===== config.mk =====
export PLATFORM = sky130hd
export DESIGN_NAME = des_round_controller
export DESIGN_NICKNAME = d
export VERILOG_FILES = /design/src/rtl/des_pkg.sv /design/src/rtl/des_round_f.sv /design/src/rtl/des_round_controller.sv
export SDC_FILE = /design/constraint.sdc
export NUM_CORES = 1
export LEC_CHECK = 0
export ABC_AREA = 1
export BUFFER_PORTS_ARGS = -buffer_cell sky130_fd_sc_hd__buf_2
export CAP_MARGIN = 20
export CORE_AREA = 4 4 77 79
export CTS_BUF_LIST = sky130_fd_sc_hd__clkbuf_8
export DETAILED_ROUTE_END_ITERATION = 16
export DIE_AREA = 0 0 81 83
export PLACE_DENSITY = 0.65
export SLEW_MARGIN = 30
export SYNTH_ARGS = -nofsm -noshare
export SYNTH_HDL_FRONTEND = slang
export SYNTH_SLANG_ARGS = --single-unit

===== constraint.sdc =====
create_clock -name clk -period 1.5 [get_ports clk]
set_input_delay 0.3 -clock clk [delete_from_list [all_inputs] [get_ports clk]]
set_output_delay 0.3 -clock clk [all_outputs]
set_load 0.1 [all_outputs]

===== src/rtl/des_pkg.sv =====
// Shared DES constants: permutation and S-box tables, shift schedule, FSM state enum,
// plus the pure bit-shuffling helpers used by the round datapath and the controller.
package des_pkg;

  localparam int BLOCK_W  = 64;
  localparam int HALF_W   = 32;
  localparam int CD_W     = 28;
  localparam int SUBKEY_W = 48;

  typedef enum logic [1:0] {
    ST_IDLE  = 2'd0,
    ST_ROUND = 2'd1,
    ST_DONE  = 2'd2
  } state_e;

  // All tables use DES numbering: entry n names input bit n, bit 1 being the MSB.
  localparam int IP_T [64] = '{
    58, 50, 42, 34, 26, 18, 10, 2, 60, 52, 44, 36, 28, 20, 12, 4,
    62, 54, 46, 38, 30, 22, 14, 6, 64, 56, 48, 40, 32, 24, 16, 8,
    57, 49, 41, 33, 25, 17,  9, 1, 59, 51, 43, 35, 27, 19, 11, 3,
    61, 53, 45, 37, 29, 21, 13, 5, 63, 55, 47, 39, 31, 23, 15, 7};

  localparam int FP_T [64] = '{
    40, 8, 48, 16, 56, 24, 64, 32, 39, 7, 47, 15, 55, 23, 63, 31,
    38, 6, 46, 14, 54, 22, 62, 30, 37, 5, 45, 13, 53, 21, 61, 29,
    36, 4, 44, 12, 52, 20, 60, 28, 35, 3, 43, 11, 51, 19, 59, 27,
    34, 2, 42, 10, 50, 18, 58, 26, 33, 1, 41,  9, 49, 17, 57, 25};

  localparam int PC1_T [56] = '{
    57, 49, 41, 33, 25, 17,  9,  1, 58, 50, 42, 34, 26, 18,
    10,  2, 59, 51, 43, 35, 27, 19, 11,  3, 60, 52, 44, 36,
    63, 55, 47, 39, 31, 23, 15,  7, 62, 54, 46, 38, 30, 22,
    14,  6, 61, 53, 45, 37, 29, 21, 13,  5, 28, 20, 12,  4};

  localparam int PC2_T [48] = '{
    14, 17, 11, 24,  1,  5,  3, 28, 15,  6, 21, 10,
    23, 19, 12,  4, 26,  8, 16,  7, 27, 20, 13,  2,
    41, 52, 31, 37, 47, 55, 30, 40, 51, 45, 33, 48,
    44, 49, 39, 56, 34, 53, 46, 42, 50, 36, 29, 32};

  localparam int E_T [48] = '{
    32,  1,  2,  3,  4,  5,  4,  5,  6,  7,  8,  9,
     8,  9, 10, 11, 12, 13, 12, 13, 14, 15, 16, 17,
    16, 17, 18, 19, 20, 21, 20, 21, 22, 23, 24, 25,
    24, 25, 26, 27, 28, 29, 28, 29, 30, 31, 32,  1};

  localparam int P_T [32] = '{
    16,  7, 20, 21, 29, 12, 28, 17,  1, 15, 23, 26,  5, 18, 31, 10,
     2,  8, 24, 14, 32, 27,  3,  9, 19, 13, 30,  6, 22, 11,  4, 25};

  localparam int SHIFT_T [16] = '{1, 1, 2, 2, 2, 2, 2, 2, 1, 2, 2, 2, 2, 2, 2, 1};

  // Each box is 4 rows x 16 columns flattened; index = {row, col}.
  localparam int SBOX_T [8][64] = '{
    '{14,4,13,1,2,15,11,8,3,10,6,12,5,9,0,7,  0,15,7,4,14,2,13,1,10,6,12,11,9,5,3,8,
      4,1,14,8,13,6,2,11,15,12,9,7,3,10,5,0,  15,12,8,2,4,9,1,7,5,11,3,14,10,0,6,13},
    '{15,1,8,14,6,11,3,4,9,7,2,13,12,0,5,10,  3,13,4,7,15,2,8,14,12,0,1,10,6,9,11,5,
      0,14,7,11,10,4,13,1,5,8,12,6,9,3,2,15,  13,8,10,1,3,15,4,2,11,6,7,12,0,5,14,9},
    '{10,0,9,14,6,3,15,5,1,13,12,7,11,4,2,8,  13,7,0,9,3,4,6,10,2,8,5,14,12,11,15,1,
      13,6,4,9,8,15,3,0,11,1,2,12,5,10,14,7,  1,10,13,0,6,9,8,7,4,15,14,3,11,5,2,12},
    '{7,13,14,3,0,6,9,10,1,2,8,5,11,12,4,15,  13,8,11,5,6,15,0,3,4,7,2,12,1,10,14,9,
      10,6,9,0,12,11,7,13,15,1,3,14,5,2,8,4,  3,15,0,6,10,1,13,8,9,4,5,11,12,7,2,14},
    '{2,12,4,1,7,10,11,6,8,5,3,15,13,0,14,9,  14,11,2,12,4,7,13,1,5,0,15,10,3,9,8,6,
      4,2,1,11,10,13,7,8,15,9,12,5,6,3,0,14,  11,8,12,7,1,14,2,13,6,15,0,9,10,4,5,3},
    '{12,1,10,15,9,2,6,8,0,13,3,4,14,7,5,11,  10,15,4,2,7,12,9,5,6,1,13,14,0,11,3,8,
      9,14,15,5,2,8,12,3,7,0,4,10,1,13,11,6,  4,3,2,12,9,5,15,10,11,14,1,7,6,0,8,13},
    '{4,11,2,14,15,0,8,13,3,12,9,7,5,10,6,1,  13,0,11,7,4,9,1,10,14,3,5,12,2,15,8,6,
      1,4,11,13,12,3,7,14,10,15,6,8,0,5,9,2,  6,11,13,8,1,4,10,7,9,5,0,15,14,2,3,12},
    '{13,2,8,4,6,15,11,1,10,9,3,14,5,0,12,7,  1,15,13,8,10,3,7,4,12,5,6,11,0,14,9,2,
      7,11,4,1,9,12,14,2,0,6,10,13,15,3,5,8,  2,1,14,7,4,10,8,13,15,12,9,0,3,5,6,11}};

  function automatic logic [63:0] des_ip(input logic [63:0] x);
    logic [63:0] y;
    for (int i = 0; i < 64; i++) y[6'(63 - i)] = x[6'(64 - IP_T[6'(i)])];
    return y;
  endfunction

  function automatic logic [63:0] des_fp(input logic [63:0] x);
    logic [63:0] y;
    for (int i = 0; i < 64; i++) y[6'(63 - i)] = x[6'(64 - FP_T[6'(i)])];
    return y;
  endfunction

  function automatic logic [55:0] des_pc1(input logic [63:0] x);
    logic [55:0] y;
    for (int i = 0; i < 56; i++) y[6'(55 - i)] = x[6'(64 - PC1_T[6'(i)])];
    return y;
  endfunction

  function automatic logic [47:0] des_pc2(input logic [55:0] x);
    logic [47:0] y;
    for (int i = 0; i < 48; i++) y[6'(47 - i)] = x[6'(56 - PC2_T[6'(i)])];
    return y;
  endfunction

  function automatic logic [47:0] des_expand(input logic [31:0] x);
    logic [47:0] y;
    for (int i = 0; i < 48; i++) y[6'(47 - i)] = x[5'(32 - E_T[6'(i)])];
    return y;
  endfunction

  function automatic logic [31:0] des_p(input logic [31:0] x);
    logic [31:0] y;
    for (int i = 0; i < 32; i++) y[5'(31 - i)] = x[5'(32 - P_T[5'(i)])];
    return y;
  endfunction

  function automatic logic [31:0] des_sbox(input logic [47:0] x);
    logic [31:0] y;
    logic [5:0]  b;
    y = '0;
    for (int i = 0; i < 8; i++) begin
      b = x[6'(47 - 6 * i) -: 6];
      y[5'(31 - 4 * i) -: 4] = 4'(SBOX_T[3'(i)][{b[5], b[0], b[4:1]}]);
    end
    return y;
  endfunction

  function automatic logic [27:0] rotl28(input logic [27:0] x, input int n);
    return (x << n) | (x >> (28 - n));
  endfunction

  function automatic logic [27:0] rotr28(input logic [27:0] x, input int n);
    return (x >> n) | (x << (28 - n));
  endfunction

endpackage


===== src/rtl/des_round_f.sv =====
// DES Feistel function f(R,K) = P(S(E(R) ^ K)); purely combinational.
module des_round_f
  import des_pkg::*;
(
  input  logic [31:0] r_i,
  input  logic [47:0] k_i,
  output logic [31:0] f_o
);

  logic [47:0] mixed;

  assign mixed = des_expand(r_i) ^ k_i;
  assign f_o   = des_p(des_sbox(mixed));

endmodule


===== src/rtl/des_round_controller.sv =====
// Iterative DES sequencer: one Feistel round per clock over a shared des_round_f.
// Define DES_DECRYPT_EN to add the mode port and the reverse key schedule.
module des_round_controller
  import des_pkg::*;
#(
  parameter int NUM_ROUNDS = 16,
  parameter int CNT_W      = 4
) (
  input  logic        clk,
  input  logic        rst,
  input  logic        in_valid,
  output logic        in_ready,
  input  logic [63:0] data_in,
  input  logic [63:0] key_in,
`ifdef DES_DECRYPT_EN
  input  logic        mode,
`endif
  output logic        out_valid,
  input  logic        out_ready,
  output logic [63:0] data_out,
  output logic        busy,
  output logic [1:0]  state_dbg
);

  // Handshakes: a block is taken on in_valid & in_ready (in_ready only ever high in IDLE);
  // a result leaves on out_valid & out_ready, with out_valid/data_out held until then.

  state_e           state_q;
  logic [CNT_W-1:0] cnt_q;
  logic [31:0]      l_q, r_q, r_d, f_val;
  logic [27:0]      c_q, d_q, c_d, d_d;
  logic [47:0]      subkey;
  logic [63:0]      dout_q;
  logic             ovalid_q, iready_q, busy_q;
`ifdef DES_DECRYPT_EN
  logic             mode_q;
`endif

  always_comb begin
    c_d    = rotl28(c_q, SHIFT_T[4'(cnt_q)]);
    d_d    = rotl28(d_q, SHIFT_T[4'(cnt_q)]);
    subkey = des_pc2({c_d, d_d});
`ifdef DES_DECRYPT_EN
    // Decrypt walks K16..K1: use the current C/D, then undo that round's rotation.
    if (mode_q) begin
      subkey = des_pc2({c_q, d_q});
      c_d    = rotr28(c_q, SHIFT_T[4'd15 - 4'(cnt_q)]);
      d_d    = rotr28(d_q, SHIFT_T[4'd15 - 4'(cnt_q)]);
    end
`endif
  end

  des_round_f u_round_f (
    .r_i (r_q),
    .k_i (subkey),
    .f_o (f_val)
  );

  assign r_d = l_q ^ f_val;

  always_ff @(posedge clk) begin
    if (rst) begin
      state_q  <= ST_IDLE;
      cnt_q    <= '0;
      l_q      <= '0;
      r_q      <= '0;
      c_q      <= '0;
      d_q      <= '0;
      dout_q   <= '0;
      ovalid_q <= 1'b0;
      iready_q <= 1'b0;
      busy_q   <= 1'b0;
`ifdef DES_DECRYPT_EN
      mode_q   <= 1'b0;
`endif
    end else begin
      case (state_q)
        ST_IDLE: begin
          if (in_valid && iready_q) begin
            {l_q, r_q} <= des_ip(data_in);
            {c_q, d_q} <= des_pc1(key_in);
            cnt_q      <= '0;
`ifdef DES_DECRYPT_EN
            mode_q     <= mode;
`endif
            iready_q   <= 1'b0;
            busy_q     <= 1'b1;
            state_q    <= ST_ROUND;
          end else begin
            iready_q   <= 1'b1;
          end
        end
        ST_ROUND: begin
          l_q   <= r_q;
          r_q   <= r_d;
          c_q   <= c_d;
          d_q   <= d_d;
          cnt_q <= cnt_q + 1'b1;
          // Final round: output is FP(R16,L16), i.e. the last swap is undone.
          if (cnt_q == CNT_W'(NUM_ROUNDS - 1)) begin
            dout_q   <= des_fp({r_d, r_q});
            ovalid_q <= 1'b1;
            state_q  <= ST_DONE;
          end
        end
        ST_DONE: begin
          if (out_ready) begin
            ovalid_q <= 1'b0;
            busy_q   <= 1'b0;
            iready_q <= 1'b1;
            state_q  <= ST_IDLE;
          end
        end
        default: state_q <= ST_IDLE;
      endcase
    end
  end

  assign in_ready  = iready_q;
  assign out_valid = ovalid_q;
  assign data_out  = dout_q;
  assign busy      = busy_q;
  assign state_dbg = state_q;

endmodule


==> results of run 1 <==
-- cell families (layout without fill, tap and decap cells) --
group	count (synthesis)	in the layout
simple gates	29	29
fa+ha+maj	1	1
compound gates	11	11
flops	9	9
other cells	1	64
buf+inv	72	20
-- layout make-up --
cell class / count / area [µm²] / area share
Clock inverter: 1 / 3.75 / 0.00456
Clock buffer: 3 / 41.3 / 0.0502
Multi-Input combinational cell: 105 / 434 / 0.527
Tap cell: 72 / 90.1 / 0.109
Timing Repair Buffer: 8 / 40.0 / 0.0486
Sequential cell: 9 / 184 / 0.223
Inverter: 8 / 30.0 / 0.0365
-- metrics by stage --
stage,worst slack (ps),cells,cell area (µm²)
finish,154,206,823
global route,118,206,823
CTS,148,206,823
detailed placement,401,202,778
global placement,402,202,778
floorplan,216,186,1130
-- state kept, by name, summed over array words and instances, names as in the netlist --
name and count:
busy 1, state_dbg 2, out_valid 1, in_ready 1, cnt_q 4
-- routing by layer --
metal | track usage | share of wire | up-vias | wire length [µm]
met2 | 0.0545 | 0.51 | 43 | 669
met4 | 0.00922 | 0 | 0 | 0
li1 | - | - | 271 | -
met5 | 0 | 0 | - | 0
met1 | 0.0366 | 0.32 | 240 | 424
met3 | 0.0249 | 0.17 | 0 | 229
-- layout by cell type (no fill, tap or decap) --
cell type | Yosys | layout
a21oi_1 | 8 | 8
buf_2 | 0 | 8
clkbuf_8 | 0 | 3
conb_1 | 1 | 64
dfxtp_1 | 9 | 6
dfxtp_2 | 0 | 3
ha_1 | 1 | 1
inv_1 | 7 | 8
inv_2 | 1 | 1
nand2_1 | 15 | 15
nand2_2 | 1 | 1
nand3_1 | 5 | 5
nand3b_1 | 1 | 1
nor2_1 | 5 | 5
o21ai_0 | 3 | 3
or2_1 | 1 | 1
or2_2 | 1 | 1
-- report_power, final --
part | internal, mW | switching, mW | total (mW)
registers | 0.251 | 0.00844 | 0.259
clock network | 0.179 | 0.0998 | 0.278
logic | 0.0211 | 0.778 | 0.799
-- worst max path at each step --
stage / startpoint / end / slack (ps) / cells past startpoint
after floorplan: state_dbg[0]$_SDFFE_PP0P_ / in_ready$_SDFFE_PP0P_ / 220 / 5
after global placement: state_dbg[1]$_SDFFE_PP0P_ / state_dbg[1] / 400 / 1
after detailed placement: state_dbg[1]$_SDFFE_PP0P_ / state_dbg[1] / 400 / 1
after CTS: state_dbg[1]$_SDFFE_PP0P_ / state_dbg[1] / 150 / 1
after global routing: state_dbg[1]$_SDFFE_PP0P_ / state_dbg[1] / 120 / 1
final: state_dbg[1]$_SDFFE_PP0P_ / state_dbg[1] / 150 / 1
==> impl_metrics.json, run 1 <==
{
  "first_iter_violations": 14,
  "area_growth_pct": -7.32,
  "grt_pass1_wl_um": 1740,
  "netlist_instances": 123,
  "crit_family": "buffers and inverters",
  "p_per_area_nw_per_um2": 1620,
  "async_reset_ff_frac": 0,
  "routed_via_density": 2.69,
  "power_mw": 1.34,
  "fmax_mhz": 743,
  "worstSetupStartpointType": "register",
  "final_util": 0.154,
  "synth-edff-count": 0,
  "layout-drive-gt1-share": 0.127,
  "drtPass1Iterations": 4,
  "critPathArrivalTime_ps": 1050,
  "io_pins": 201,
  "holdWs_ps": 313,
  "fin_nets": 268,
  "crit_path_max_fanout": 5,
  "hold_depth": 2,
  "p_leak_nw": 0.456,
  "h-tree-depth": 1,
  "synthAdderAreaFrac": 0.0141,
  "maxCapViolations": 0,
  "cp_slowest_cell": "buf_2",
  "cts_inserted_buffers": 3,
  "cts.path.max_buffers": 2,
  "path_class": "register to primary output",
  "synthTopCellsByArea": "buf_4 (54%), dfxtp_1 (20%), nand2_1 (6.3%)",
  "rows": 27,
  "ir_drop_mv": 0.387,
  "ys_types": 15,
  "drv_slew": 0,
  "synth-seq-cells": 9,
  "yosys_warnings": 0,
  "post_cts_resized": 0,
  "synth_mux_area_frac": 0,
  "crit_chain": "buf_2",
  "synthSimpleGateAreaFrac": 0.142,
  "r2r-end": "state_dbg[1]$_SDFFE_PP0P_",
  "die_height_um": 83,
  "yosys.area_share.xor_xnor": 0,
  "finalCriticalPeriod_ps": 1350,
  "final-setup-viol-count": 0,
  "synth.avg_cell_area_um2": 7.22,
  "antenna_found_initial": 0,
  "remaining_drc_errors": 0,
  "cp_num_buf_inv": 1,
  "dpl.hpwl_um": 1190,
  "post-cts-setup-buffer-count": 0,
  "cts_tree": "done",
  "cts_hold_buf": 0,
  "cp_data_required_time_ps": 1200,
  "max_stage_delay_ps": 440,
  "timing.rr.start": "cnt_q[0]$_SDFFE_PP0P_",
  "whs_endpoint": "state_dbg[1]$_SDFFE_PP0P_",
  "r2r_slack_ps": 420,
  "overflow": 0,
  "insertedDiodeCount": 0,
  "synth_compound_area_frac": 0.0620,
  "wl_per_cell_um": 6.42,
  "synth_ff_type": "dfxtp_1",
  "fp.dieW_um": 81,
  "finalSetupTns_ps": 0,
  "grt_max_degree": 8,
  "rsz0062_at_grt": "no",
  "hp-start": "rst",
  "core_um2": 5340,
  "grt_use_total": 0.0346,
  "yosysTopAreaCell": "buf_4",
  "endpoint_kind": "primary output",
  "skew_ps": 1.48,
  "outcome": "completed",
  "grt_pass1_vias": 384,
  "ant_nets": 0,
  "insertion_delay_ps": 230,
  "reg2regPathDepth": 4,
  "synth_seq_area_share": 0.203,
  "cts_sinks": 9,
  "synth_top_area_frac": 0.541,
  "clk_pin_slew_ps": 50,
  "routed_wl_um": 1320,
  "min_period_over_period": 0.897,
  "syn_area_um2": 888,
  "clockRootBuffer": "clkbuf_8",
  "vias": 554,
  "initial_utilization": 0.166,
  "gp_congestion": 0.711,
  "synth_top_family_by_area": "buffers and inverters",
  "synth.most_common_cell": "buf_4",
  "io_buffers": 8,
  "hp-class": "primary input to register",
  "dieArea_um2": 6720,
  "synthTopCellsByCount": "buf_4 (64), nand2_1 (15), dfxtp_1 (9), a21oi_1 (8), inv_1 (7)",
  "nFillCells": 631,
  "finalHoldViolations": 0
}
(Power assumes the default switching activity.)
==> inputs of run 2 (changes only) <==
--- a/config.mk
+++ b/config.mk
@@ -8,11 +8,11 @@
 export ABC_AREA = 1
 export BUFFER_PORTS_ARGS = -buffer_cell sky130_fd_sc_hd__buf_2
 export CAP_MARGIN = 20
-export CORE_AREA = 4 4 77 79
+export CORE_AREA = 2 2 77 79
 export CTS_BUF_LIST = sky130_fd_sc_hd__clkbuf_8
 export DETAILED_ROUTE_END_ITERATION = 16
-export DIE_AREA = 0 0 81 83
-export PLACE_DENSITY = 0.65
+export DIE_AREA = 0 0 79 81
+export PLACE_DENSITY = 0.63
 export SLEW_MARGIN = 30
 export SYNTH_ARGS = -nofsm -noshare
 export SYNTH_HDL_FRONTEND = slang
==> run 2 against run 1 <==
Total power fell by 0.11%. Setup slack improved by 18 ps. Flip-flop and latch count stayed put.
==> impl_metrics.json, run 2 (synthesis gave the netlist of run 1 again) <==
{
  "cts_hold_buf": 0,
  "io_buffers": 8,
  "routed_via_density": 2.67,
  "finalCriticalPeriod_ps": 1330,
  "h-tree-depth": 1,
  "critPathArrivalTime_ps": 1030,
  "fmax_mhz": 754,
  "top_register": "cnt_q",
  "grt_pass1_wl_um": 1710,
  "crit_path_max_fanout": 5,
  "preCtsSetupSlack_ps": 423,
  "dieArea_um2": 6400,
  "core_um2": 5680,
  "grt_pass1_vias": 406,
  "final_common_cell": "conb_1",
  "rsz0062_at_grt": "no",
  "post-cts-setup-buffer-count": 0,
  "cts_tree": "done",
  "worstSetupStartpointType": "register",
  "fin_nets": 268,
  "remaining_drc_errors": 0,
  "final_area_um2": 827,
  "largest_reg_flops": 4,
  "cts.path.max_buffers": 2,
  "finalSetupTns_ps": 0,
  "grt_use_total": 0.0355,
  "drtPass1Iterations": 4,
  "cp_num_buf_inv": 1,
  "p_leak_nw": 0.456,
  "drv_slew": 0,
  "dpl.hpwl_um": 938,
  "seqCellArea_um2": 184,
  "skew_ps": 1.10,
  "finalHoldViolations": 0,
  "wl_per_cell_um": 5.41,
  "nFillCells": 675,
  "post_cts_resized": 0,
  "overflow": 0,
  "routed_wl_um": 1130,
  "grt_max_degree": 8,
  "place_area_um2": 782,
  "die_height_um": 81,
  "initial_utilization": 0.157,
  "gp_congestion": 0.772,
  "multi_input_area_um2": 434,
  "vias": 559,
  "max_stage_delay_ps": 430,
  "holdWs_ps": 317,
  "cp_slowest_cell": "buf_2",
  "antenna_found_initial": 0,
  "cts_inserted_buffers": 3,
  "ir_drop_mv": 0.462,
  "clockRootBuffer": "clkbuf_8",
  "fin_ws_ps": 173,
  "min_period_over_period": 0.885,
  "ant_nets": 0,
  "endpoint_kind": "primary output",
  "crit_family": "buffers and inverters",
  "cp_data_required_time_ps": 1200,
  "final_util": 0.146,
  "final-setup-viol-count": 0,
  "path_class": "register to primary output",
  "maxCapViolations": 0,
  "insertedDiodeCount": 0,
  "cts_sinks": 9,
  "hp-class": "primary input to register",
  "p_per_area_nw_per_um2": 1610,
  "first_iter_violations": 12,
  "io_pins": 201,
  "insertion_delay_ps": 240,
  "area_growth_pct": -6.90,
  "fp.dieW_um": 79,
  "rows": 28,
  "layout-drive-gt1-share": 0.127,
  "outcome": "completed",
  "crit_chain": "buf_2",
  "clk_pin_slew_ps": 50,
  "layout_common_cells": "conb_1 (64), nand2_1 (15), inv_1 (8), a21oi_1 (8), buf_2 (8)"
}
==> run 2: cell counts in the layout (fill, tap and decap cells not counted) <==
No cell type changed its count.
==> run 2: path summary, 6_finish.rpt <==
kind / from / end / slack (ps) / cells past startpoint
worst min-delay path: rst / state_dbg[1]$_SDFFE_PP0P_ / 320 / 2
worst min register to register: busy$_SDFFE_PP0P_ / busy$_SDFFE_PP0P_ / 460 / 2
worst max register to register: cnt_q[0]$_SDFFE_PP0P_ / state_dbg[1]$_SDFFE_PP0P_ / 380 / 4
worst max-delay path: state_dbg[1]$_SDFFE_PP0P_ / state_dbg[1] / 170 / 1
==> run 2: layout make-up <==
class / count / share of cell area
Clock inverter: 1 / 0.00454
Multi-Input combinational cell: 105 / 0.525
Timing Repair Buffer: 8 / 0.0484
Sequential cell: 9 / 0.222
Tap cell: 75 / 0.113
Inverter: 8 / 0.0363
Clock buffer: 3 / 0.0499
==> run 2: per-stage QoR <==
stage               instances  power, mW
finish                    209       1.34
global route              209       1.38
global placement          205       1.06
CTS                       209       1.34
detailed placement        205       1.06
floorplan                 186       1.17
==> run 2: power breakdown <==
| group | switching (mW) | internal (mW) | total [mW] |
|---|---|---|---|
| clock | 0.101 | 0.179 | 0.279 |
| sequential | 0.00823 | 0.251 | 0.259 |
| combinational | 0.776 | 0.0211 | 0.797 |
==> run 2: layer usage <==
metal | track usage | wire length (µm) | vias to the layer above
li1 | - | - | 274
met1 | 0.0441 | 513 | 234
met2 | 0.0500 | 448 | 48
met3 | 0.0133 | 145 | 3
met4 | 0.0259 | 24 | 0
met5 | 0 | 0 | -
==> inputs of run 3 (changes only) <==
--- a/config.mk
+++ b/config.mk
@@ -6,13 +6,13 @@
 export NUM_CORES = 1
 export LEC_CHECK = 0
 export ABC_AREA = 1
-export BUFFER_PORTS_ARGS = -buffer_cell sky130_fd_sc_hd__buf_2
 export CAP_MARGIN = 20
-export CORE_AREA = 2 2 77 79
+export CORE_AREA = 2 2 79 81
 export CTS_BUF_LIST = sky130_fd_sc_hd__clkbuf_8
 export DETAILED_ROUTE_END_ITERATION = 16
-export DIE_AREA = 0 0 79 81
-export PLACE_DENSITY = 0.63
+export DIE_AREA = 0 0 81 83
+export DONT_BUFFER_PORTS = 1
+export PLACE_DENSITY = 0.31
 export SLEW_MARGIN = 30
 export SYNTH_ARGS = -nofsm -noshare
 export SYNTH_HDL_FRONTEND = slang
==> run 3 against run 2 <==
Flip-flop and latch count is the same. Clock skew grew 0.74 ps. Total power is essentially flat. Critical path type unchanged. Critical endpoint unchanged. Highest routed layer unchanged.
==> impl_metrics.json, run 3 (synthesis gave the netlist of run 1 again) <==
{
  "outcome": "completed",
  "ant_nets": 0,
  "top_register": "cnt_q",
  "dpl.cell_count": 202,
  "ir_drop_mv": 0.324,
  "r2r_slack_ps": 390,
  "largest_reg_flops": 4,
  "critPathArrivalTime_ps": 900,
  "grt_use_total": 0.0341,
  "grt_max_degree": 8,
  "timing.rr.start": "cnt_q[0]$_SDFFE_PP0P_",
  "die_height_um": 83,
  "finalSetupTns_ps": 0,
  "gp_congestion": 0.732,
  "drtPass1Iterations": 4,
  "fmax_mhz": 833,
  "insertion_delay_ps": 230,
  "first_iter_violations": 6,
  "fin_cells": 206,
  "routed_wl_um": 1270,
  "p_int_uw": 452,
  "comb_power_share": 0.595,
  "wl_met1_um": 535,
  "cp_data_required_time_ps": 1200,
  "worstSetupStartpointType": "register",
  "initial_utilization": 0.153,
  "grt_pass1_vias": 401,
  "hold_depth": 1,
  "post-cts-setup-buffer-count": 0,
  "skew_ps": 1.83,
  "post_cts_resized": 0,
  "preCtsSetupSlack_ps": 378,
  "place_area_um2": 779,
  "h-tree-depth": 1,
  "final-setup-viol-count": 0,
  "io_buffers": 0,
  "cts_tree": "done",
  "p_per_area_nw_per_um2": 1620,
  "dpl.hpwl_um": 1090,
  "seq_power_share": 0.195,
  "routed_via_density": 2.63,
  "maxCapViolations": 0,
  "crit_path_max_fanout": 5,
  "core_um2": 5820,
  "grt_pass1_wl_um": 1750,
  "fin_nets": 265,
  "nFillCells": 694,
  "drv_slew": 0,
  "insertedDiodeCount": 0,
  "multi_input_area_um2": 434,
  "finalCriticalPeriod_ps": 1200,
  "remaining_drc_errors": 0,
  "vias": 542,
  "antenna_found_initial": 0,
  "io_pins": 201,
  "clockRootBuffer": "clkbuf_8",
  "crit_chain": "buf_4",
  "dr_wl_met3_um": 155,
  "final_util": 0.142,
  "hp-class": "primary input to register",
  "hp-start": "rst",
  "seqCellArea_um2": 184,
  "cts_hold_buf": 0,
  "switching_power_uw": 884,
  "fp.dieW_um": 81,
  "p_leak_nw": 0.445,
  "max_stage_delay_ps": 360,
  "met2_length_um": 552,
  "area_growth_pct": -7.18,
  "r2r-end": "out_valid$_SDFFE_PP0P_",
  "cts_inserted_buffers": 3,
  "final_area_um2": 825,
  "overflow": 0,
  "layout-drive-gt1-share": 0.107,
  "finalHoldViolations": 0,
  "switching_share": 0.662,
  "layout_common_cells": "conb_1 (64), nand2_1 (15), inv_1 (8), a21oi_1 (8), dfxtp_1 (6)",
  "top_layer_used": "met4",
  "rows": 28,
  "min_period_over_period": 0.801,
  "startpoint": "state_dbg[1]$_SDFFE_PP0P_",
  "final_common_cell": "conb_1",
  "cts_sinks": 9,
  "wl_per_cell_um": 6.17,
  "clk_pin_slew_ps": 50,
  "endpoint_kind": "primary output",
  "p_clk_frac": 0.210,
  "cts.path.max_buffers": 2,
  "fin_ws_ps": 299,
  "cp_slowest_cell": "dfxtp_2",
  "whs_endpoint": "state_dbg[1]$_SDFFE_PP0P_",
  "dieArea_um2": 6720,
  "cp_num_buf_inv": 1,
  "rsz0062_at_grt": "no",
  "crit_family": "flip-flops",
  "path_class": "register to primary output",
  "reg2regPathDepth": 4
}
## run 3: how the worst max path moves through the flow
stage                                   to  slack (ps)  cells after the start
floorplan            in_ready$_SDFFE_PP0P_         220                      5
global placement    out_valid$_SDFFE_PP0P_         380                      4
detailed placement  out_valid$_SDFFE_PP0P_         380                      4
CTS                           state_dbg[1]         290                      1
global route                  state_dbg[1]         270                      1
finish                        state_dbg[1]         300                      1
## run 3: area by class of cell
cell class | count | area share
clock inverter | 1 | 0.00455
sequential | 9 | 0.223
clock buffer | 3 | 0.0501
inverter | 8 | 0.0364
tap | 75 | 0.114
multi-input combinational | 105 | 0.527
timing repair buffer | 5 | 0.0455
## run 3: power by group through the flow
stage	Clock, mW	Sequential, mW	Combinational, mW
floorplan	0	0.313	0.855
global placement	0	0.266	0.792
detailed placement	0	0.265	0.792
CTS	0.293	0.260	0.793
global route	0.312	0.262	0.815
finish	0.281	0.260	0.795
## run 3: worst register-to-register path, delay by kind of cell (launching register included)
kind | cells | cell delay, ps
adder cells (fa/ha/maj) | 1 | 200
flip-flops | 1 | 370
AND/OR/NAND/NOR | 2 | 340
AO/OA/AOI/OAI | 1 | 130
## run 3: stage by stage
| stage | power [mW] | hold WS, ps |
|---|---|---|
| floorplan | 1.17 | 362 |
| global placement | 1.06 | 367 |
| detailed placement | 1.06 | 365 |
| CTS | 1.35 | 117 |
| global route | 1.39 | 119 |
| finish | 1.34 | 122 |
## run 3: metal layers
metal	vias to the layer above	GRT usage
li1	268	-
met1	229	0.0454
met2	41	0.0443
met3	4	0.0130
met4	0	0.0231
met5	-	0
